`src/rtl/mem_access_unit.sv`:
```
// Memory-stage access unit: turns EX/MEM load/store requests into an ack-handshaked
// doubleword memory transaction, stalling the pipeline. Option macro: MAU_MISALIGN_CHECK_EN.
module mem_access_unit (
  input  logic        clk,
  input  logic        reset,
  input  logic        MemRead,
  input  logic        MemWrite,
  input  logic [2:0]  funct3,
  input  logic [63:0] AluOut_in,
  input  logic [63:0] WriteData,
  input  logic        RegWrite,
  input  logic        MemtoReg,
  input  logic [4:0]  Rd_in,
  output logic        mem_req,
  output logic        mem_we,
  output logic [63:0] mem_addr,
  output logic [63:0] mem_wdata,
  output logic [7:0]  mem_wstrb,
  input  logic [63:0] mem_rdata,
  input  logic        mem_ack,
  output logic [63:0] Dataout_Memory,
  output logic [63:0] AluOut,
  output logic        RegWrite_Out,
  output logic        MemtoReg_Out,
  output logic [4:0]  Rd_out,
  output logic        stall,
  output logic        misalign_err
);

  typedef enum logic [1:0] {IDLE, WAIT, DONE} state_t;

  state_t      state;
  logic        access;
  logic        blocked;
  logic        start;
  logic [2:0]  offset;
  logic [1:0]  size;
  logic [2:0]  off_p0;
  logic [1:0]  size_p0;
  logic        zext_p0;

  function automatic logic [7:0] size_mask(input logic [1:0] sz);
    case (sz)
      2'b00:   size_mask = 8'h01;
      2'b01:   size_mask = 8'h03;
      2'b10:   size_mask = 8'h0F;
      default: size_mask = 8'hFF;
    endcase
  endfunction

  // Doubleword accesses ignore funct3[2], so 111 behaves exactly like 011.
  function automatic logic [63:0] load_extend(input logic [63:0] lane,
                                              input logic [1:0]  sz,
                                              input logic        zext);
    logic signed [7:0]  b;
    logic signed [15:0] h;
    logic signed [31:0] w;
    b = lane[7:0];
    h = lane[15:0];
    w = lane[31:0];
    case (sz)
      2'b00:   load_extend = zext ? {56'd0, lane[7:0]}  : 64'(b);
      2'b01:   load_extend = zext ? {48'd0, lane[15:0]} : 64'(h);
      2'b10:   load_extend = zext ? {32'd0, lane[31:0]} : 64'(w);
      default: load_extend = lane;
    endcase
  endfunction

  assign access = MemRead | MemWrite;
  assign offset = AluOut_in[2:0];
  assign size   = funct3[1:0];

`ifdef MAU_MISALIGN_CHECK_EN
  function automatic logic is_misaligned(input logic [1:0] sz, input logic [2:0] off);
    case (sz)
      2'b00:   is_misaligned = 1'b0;
      2'b01:   is_misaligned = off[0];
      2'b10:   is_misaligned = |off[1:0];
      default: is_misaligned = |off;
    endcase
  endfunction

  assign blocked      = access && is_misaligned(size, offset);
  assign misalign_err = !reset && (state == IDLE) && blocked;
`else
  assign blocked      = 1'b0;
  assign misalign_err = 1'b0;
`endif

  assign start = (state == IDLE) && access && !blocked;
  assign stall = (state == WAIT) || start;

  assign AluOut       = AluOut_in;
  assign Rd_out       = Rd_in;
  assign RegWrite_Out = RegWrite && !stall && !misalign_err;
  assign MemtoReg_Out = MemtoReg && !stall && !misalign_err;

  // Stage p0: request issue (IDLE) and completion/load capture (WAIT -> DONE)
  always_ff @(posedge clk or posedge reset) begin
    if (reset) begin
      state          <= IDLE;
      mem_req        <= 1'b0;
      mem_we         <= 1'b0;
      mem_addr       <= '0;
      mem_wdata      <= '0;
      mem_wstrb      <= '0;
      Dataout_Memory <= '0;
    end else begin
      case (state)
        IDLE: begin
          if (start) begin
            state     <= WAIT;
            mem_req   <= 1'b1;
            mem_we    <= MemWrite;
            mem_addr  <= {AluOut_in[63:3], 3'b000};
            mem_wstrb <= size_mask(size) << offset;
            mem_wdata <= MemWrite ? (WriteData << {offset, 3'b000}) : 64'd0;
          end
        end
        WAIT: begin
          if (mem_ack) begin
            state   <= DONE;
            mem_req <= 1'b0;
            if (!mem_we)
              Dataout_Memory <= load_extend(mem_rdata >> {off_p0, 3'b000}, size_p0, zext_p0);
          end
        end
        DONE:    state <= IDLE;
        default: state <= IDLE;
      endcase
    end
  end

  // Lane/extension controls are pure data, held from issue until the ack
  always_ff @(posedge clk) begin
    if (start) begin
      off_p0  <= offset;
      size_p0 <= size;
      zext_p0 <= funct3[2];
    end
  end

endmodule

```
`config.mk`:
```
export PLATFORM = sky130hd
export DESIGN_NAME = mem_access_unit
export DESIGN_NICKNAME = d
export VERILOG_FILES = /design/src/rtl/mem_access_unit.sv
export SDC_FILE = /design/constraint.sdc
export NUM_CORES = 1
export LEC_CHECK = 0
export ABC_AREA = 1
export CORE_ASPECT_RATIO = 1.75
export CORE_MARGIN = 3
export CORE_UTILIZATION = 30
export DETAILED_ROUTE_END_ITERATION = 10
export GPL_ROUTABILITY_DRIVEN = 0
export GPL_TIMING_DRIVEN = 1
export PLACE_DENSITY = 0.69
export REMOVE_ABC_BUFFERS = 1
export SETUP_SLACK_MARGIN = 0.4
export SLEW_MARGIN = 20
export SYNTH_ARGS = -nofsm -noshare
export SYNTH_HDL_FRONTEND = slang
export SYNTH_SLANG_ARGS = --single-unit
```
`constraint.sdc`:
```
create_clock -name clk -period 7.3 [get_ports clk]
set_input_delay 1.095 -clock clk [delete_from_list [all_inputs] [get_ports clk]]
set_output_delay 1.095 -clock clk [all_outputs]
set_load 0.1 [all_outputs]
```
==> run summary <==
The run finished with clean final reports. The largest fanout of any net on the critical path is 12, and the number of H-tree branching levels is 1. For the sequential area share after synthesis, the log shows 0.434. The region available for standard cell placement spans 0.0394 mm². In this run the cell area of the synthesized design comes to 0.0120 mm². The run gives 0 ns as the post-route setup TNS. The via count of the first global-routing pass came out at 12,423. The count of input and output buffers was 467.

In the synthesized netlist, the number of instances is 1,669. In this run, post-CTS repair resized a total of 0 instances. Endpoint class of the critical path: an output port. In the layout the commonest cells are sky130_fd_sc_hd__nand2_1 (628), sky130_fd_sc_hd__clkdlybuf4s50_1 (464), sky130_fd_sc_hd__dfrtp_1 (201), sky130_fd_sc_hd__o21ai_0 (133), sky130_fd_sc_hd__nand3_1 (117). The number of register bits inferred by synthesis is 207, and the area enclosed by the die boundary is 0.0426 mm². From synthesis to final layout, the design area changed by 43.5%. The placed wire-length estimate is 34.1 mm, and the average footprint of a synthesized cell is 7.19 µm². For the global routing met1 resource utilization, the log shows 0.246. After detailed routing, the number of remaining DRC violations is 0.

For the aggregate global-route resource usage, the log shows 0.214. After layout, the minimum clock period comes to 4.39 ns. The fraction of final layout cells with drive strength greater than 1 was 0.0581. Among cell families on the critical path, the largest total delay comes from buffers and inverters.

After clock tree synthesis, the flow added hold-fix buffers numbering 0. The number of clock buffers added by TritonCTS is 23. Yosys mapped a number of flops with a built-in enable equal to 6. For the worst setup path, the data required time is 6.20 ns. The cell sitting at the root of the clock tree is a sky130_fd_sc_hd__clkbuf_16. The tools report the relative slew slack as 0.259. The number of antenna violations at the first check in global routing came out at 1.

Max-cap violations in this run came to 0. The remaining antenna violation count is 0. In this run the core area contains 96 standard-cell rows. Based on the critical path, the design can be clocked at up to 228 MHz. Using the TritonRoute via totals, the vias-per-cell ratio works out to 5.05. Yosys mapped the design onto 35 distinct sky130hd cell types. Worst setup slack after layout: 2.91 ns. The final routed wire length divided by cell count was 18.9 µm; the met2 routing resource usage after global routing was 0.368. The classification of the worst setup path is input pin to output port. Launching element type of the critical path: an input pin. The run gives 0 as the total setup buffers inserted after CTS.

The tightest min-delay check is of the flop to flop type. The number of iterations in the first detailed-routing pass came out at 5. The placed instance area is 0.0164 mm², and the share of the cycle needed by the critical path after routing is 0.601.

The logs give 0 for the remaining global-route overflow and 12,647 for the count of vias placed by the detailed router. After clock tree synthesis, the clock-pin slew on the worst setup and hold paths is 0.06 ns. The largest net degree at the start of global routing is 133, and the met3 demand-to-capacity share in global routing is 0.0531. The most crowded layer after global routing was met2. Setup repair after global routing left no endpoint under its margin. The number of buffers and inverters on the critical path was 2; the starting utilization of the core area was 0.305.

The global-route wire length before repair was 71.8 mm. The critical path goes through clkdlybuf4s50_1 -> clkdlybuf4s50_1. The tools report the end-of-flow core utilization as 0.437. The tools report the worst setup timing slack at the placement stage as 2.95 ns.

Leaving out fill and tap cells, the most frequent cell in the layout is sky130_fd_sc_hd__nand2_1. For the pin with the worst max-slew slack, the measured transition is 1.11 ns. Measured along the y axis, the die boundary spans 271 µm. For this design the top-level I/O count stands at 482. The floorplan die width is 157 µm, and the finished layout cell area is 0.0172 mm². The biggest cell delay along the critical path is 1.27 ns. The tree built by TritonCTS fans out to 207 sinks. The most used flip-flop cell after synthesis is sky130_fd_sc_hd__dfrtp_1. The later pin in the worst-skew pair is clocked with a latency of 0.53 ns. In the final design database the tool counted 2,204 nets. STA puts the critical path data arrival time at 3.30 ns. Share of synthesized flip-flops with an asynchronous set or reset: 0.971. Between clock sinks in the finished design, the worst skew comes to 0.0154 ns.

For this block, the routed nets add up to 47.4 mm of wire. The clock passes through at most 3 buffers. Most repeated library cell on the critical path: sky130_fd_sc_hd__clkdlybuf4s50_1.

The run gives 0 as the total number of yosys warnings. The run gives 0 as the setup-violating endpoint count in the final report. In this run, the number of DRC markers left after iteration 0 of detailed routing was 735. TritonCTS built the clock tree. The tools report the number of pins with negative max-slew slack in the final report as 0. The tools report the count of final hold-check violations as 0.

The highest-delay cell along the critical path was sky130_fd_sc_hd__clkdlybuf4s50_1.
-- Yosys cell counts (7+ instances only) --
cell type	count	area (µm²)
sky130_fd_sc_hd__nand4_1	32	200
sky130_fd_sc_hd__inv_2	7	26.3
sky130_fd_sc_hd__nand3_1	117	586
sky130_fd_sc_hd__o221ai_1	13	114
sky130_fd_sc_hd__inv_1	94	353
sky130_fd_sc_hd__or2_2	38	238
sky130_fd_sc_hd__clkbuf_1	47	176
sky130_fd_sc_hd__o211ai_1	37	278
sky130_fd_sc_hd__a31oi_1	10	62.6
sky130_fd_sc_hd__buf_4	79	593
sky130_fd_sc_hd__buf_2	42	210
sky130_fd_sc_hd__nor2_1	85	319
sky130_fd_sc_hd__o21ai_0	134	671
sky130_fd_sc_hd__nand2_1	628	2360
sky130_fd_sc_hd__dfrtp_1	201	5030
sky130_fd_sc_hd__buf_1	11	41.3
sky130_fd_sc_hd__a21oi_1	47	235
-- logic make-up (layout without fill, tap and decap cells) --
group,after synthesis,after routing,share of synthesized area
other cells,1,6,0.000312
simple gates,914,914,0.316
mux,5,5,0.00417
buf+inv,285,626,0.121
compound gates,257,257,0.125
flops,207,207,0.434
-- per-layer routing --
metal,routed length (µm),up-vias
li1,-,5981
met1,17400,5964
met2,23900,589
met3,4000,113
met4,2090,0
met5,0,-
-- final cells by class --
class                      instances  area (µm²)
inverter                         101         387
clock inverter                    11         190
antenna                            2        5.00
tap                              490         613
timing repair buffer             484        4790
multi-input combinational       1180        5360
fill                            3944       22200
clock buffer                      30         673
sequential                       207        5210
-- tightest hold or removal path, cell delays in order (launching register included) --
cell and delay (ns):
sky130_fd_sc_hd__dfrtp_1 0.34, sky130_fd_sc_hd__nand2_1 0.05, sky130_fd_sc_hd__nand2_1 0.06
-- worst paths after layout --
check / from / endpoint / slack [ns] / cells past startpoint
max: AluOut_in[2] / AluOut[2] / 2.91 / 2
min: mem_addr[35]$_DFFE_PP0P_ / mem_addr[35]$_DFFE_PP0P_ / 0.48 / 2
max reg2reg: off_p0[1]$_DFFE_PP_ / Dataout_Memory[24]$_DFFE_PP0P_ / 3.62 / 10
min reg2reg: mem_addr[35]$_DFFE_PP0P_ / mem_addr[35]$_DFFE_PP0P_ / 0.48 / 2
max in group asynchronous: reset / mem_wdata[25]$_DFFE_PP0P_ / 4.52 / 3
min in group asynchronous: reset / mem_addr[11]$_DFFE_PP0P_ / 1.17 / 2
-- per-stage QoR --
| stage | instances | hold slack [ns] |
|---|---|---|
| final | 2505 | 0.478 |
| after global routing | 2504 | 0.492 |
| after CTS | 2503 | 0.482 |
| after detailed placement | 2462 | 0.464 |
| after global placement | 2462 | 0.462 |
| after floorplan | 1488 | 0.546 |
-- registers in the layout (all words and copies together) (netlist names) --
register	flops
mem_addr	61
state	2
mem_req	1
mem_wdata	64
mem_we	1
off_p0	3
zext_p0	1
Dataout_Memory	64
size_p0	2
mem_wstrb	8
Power is not shown: default switching activity piles up to over one toggle a cycle in this logic, so the estimate is an artifact.
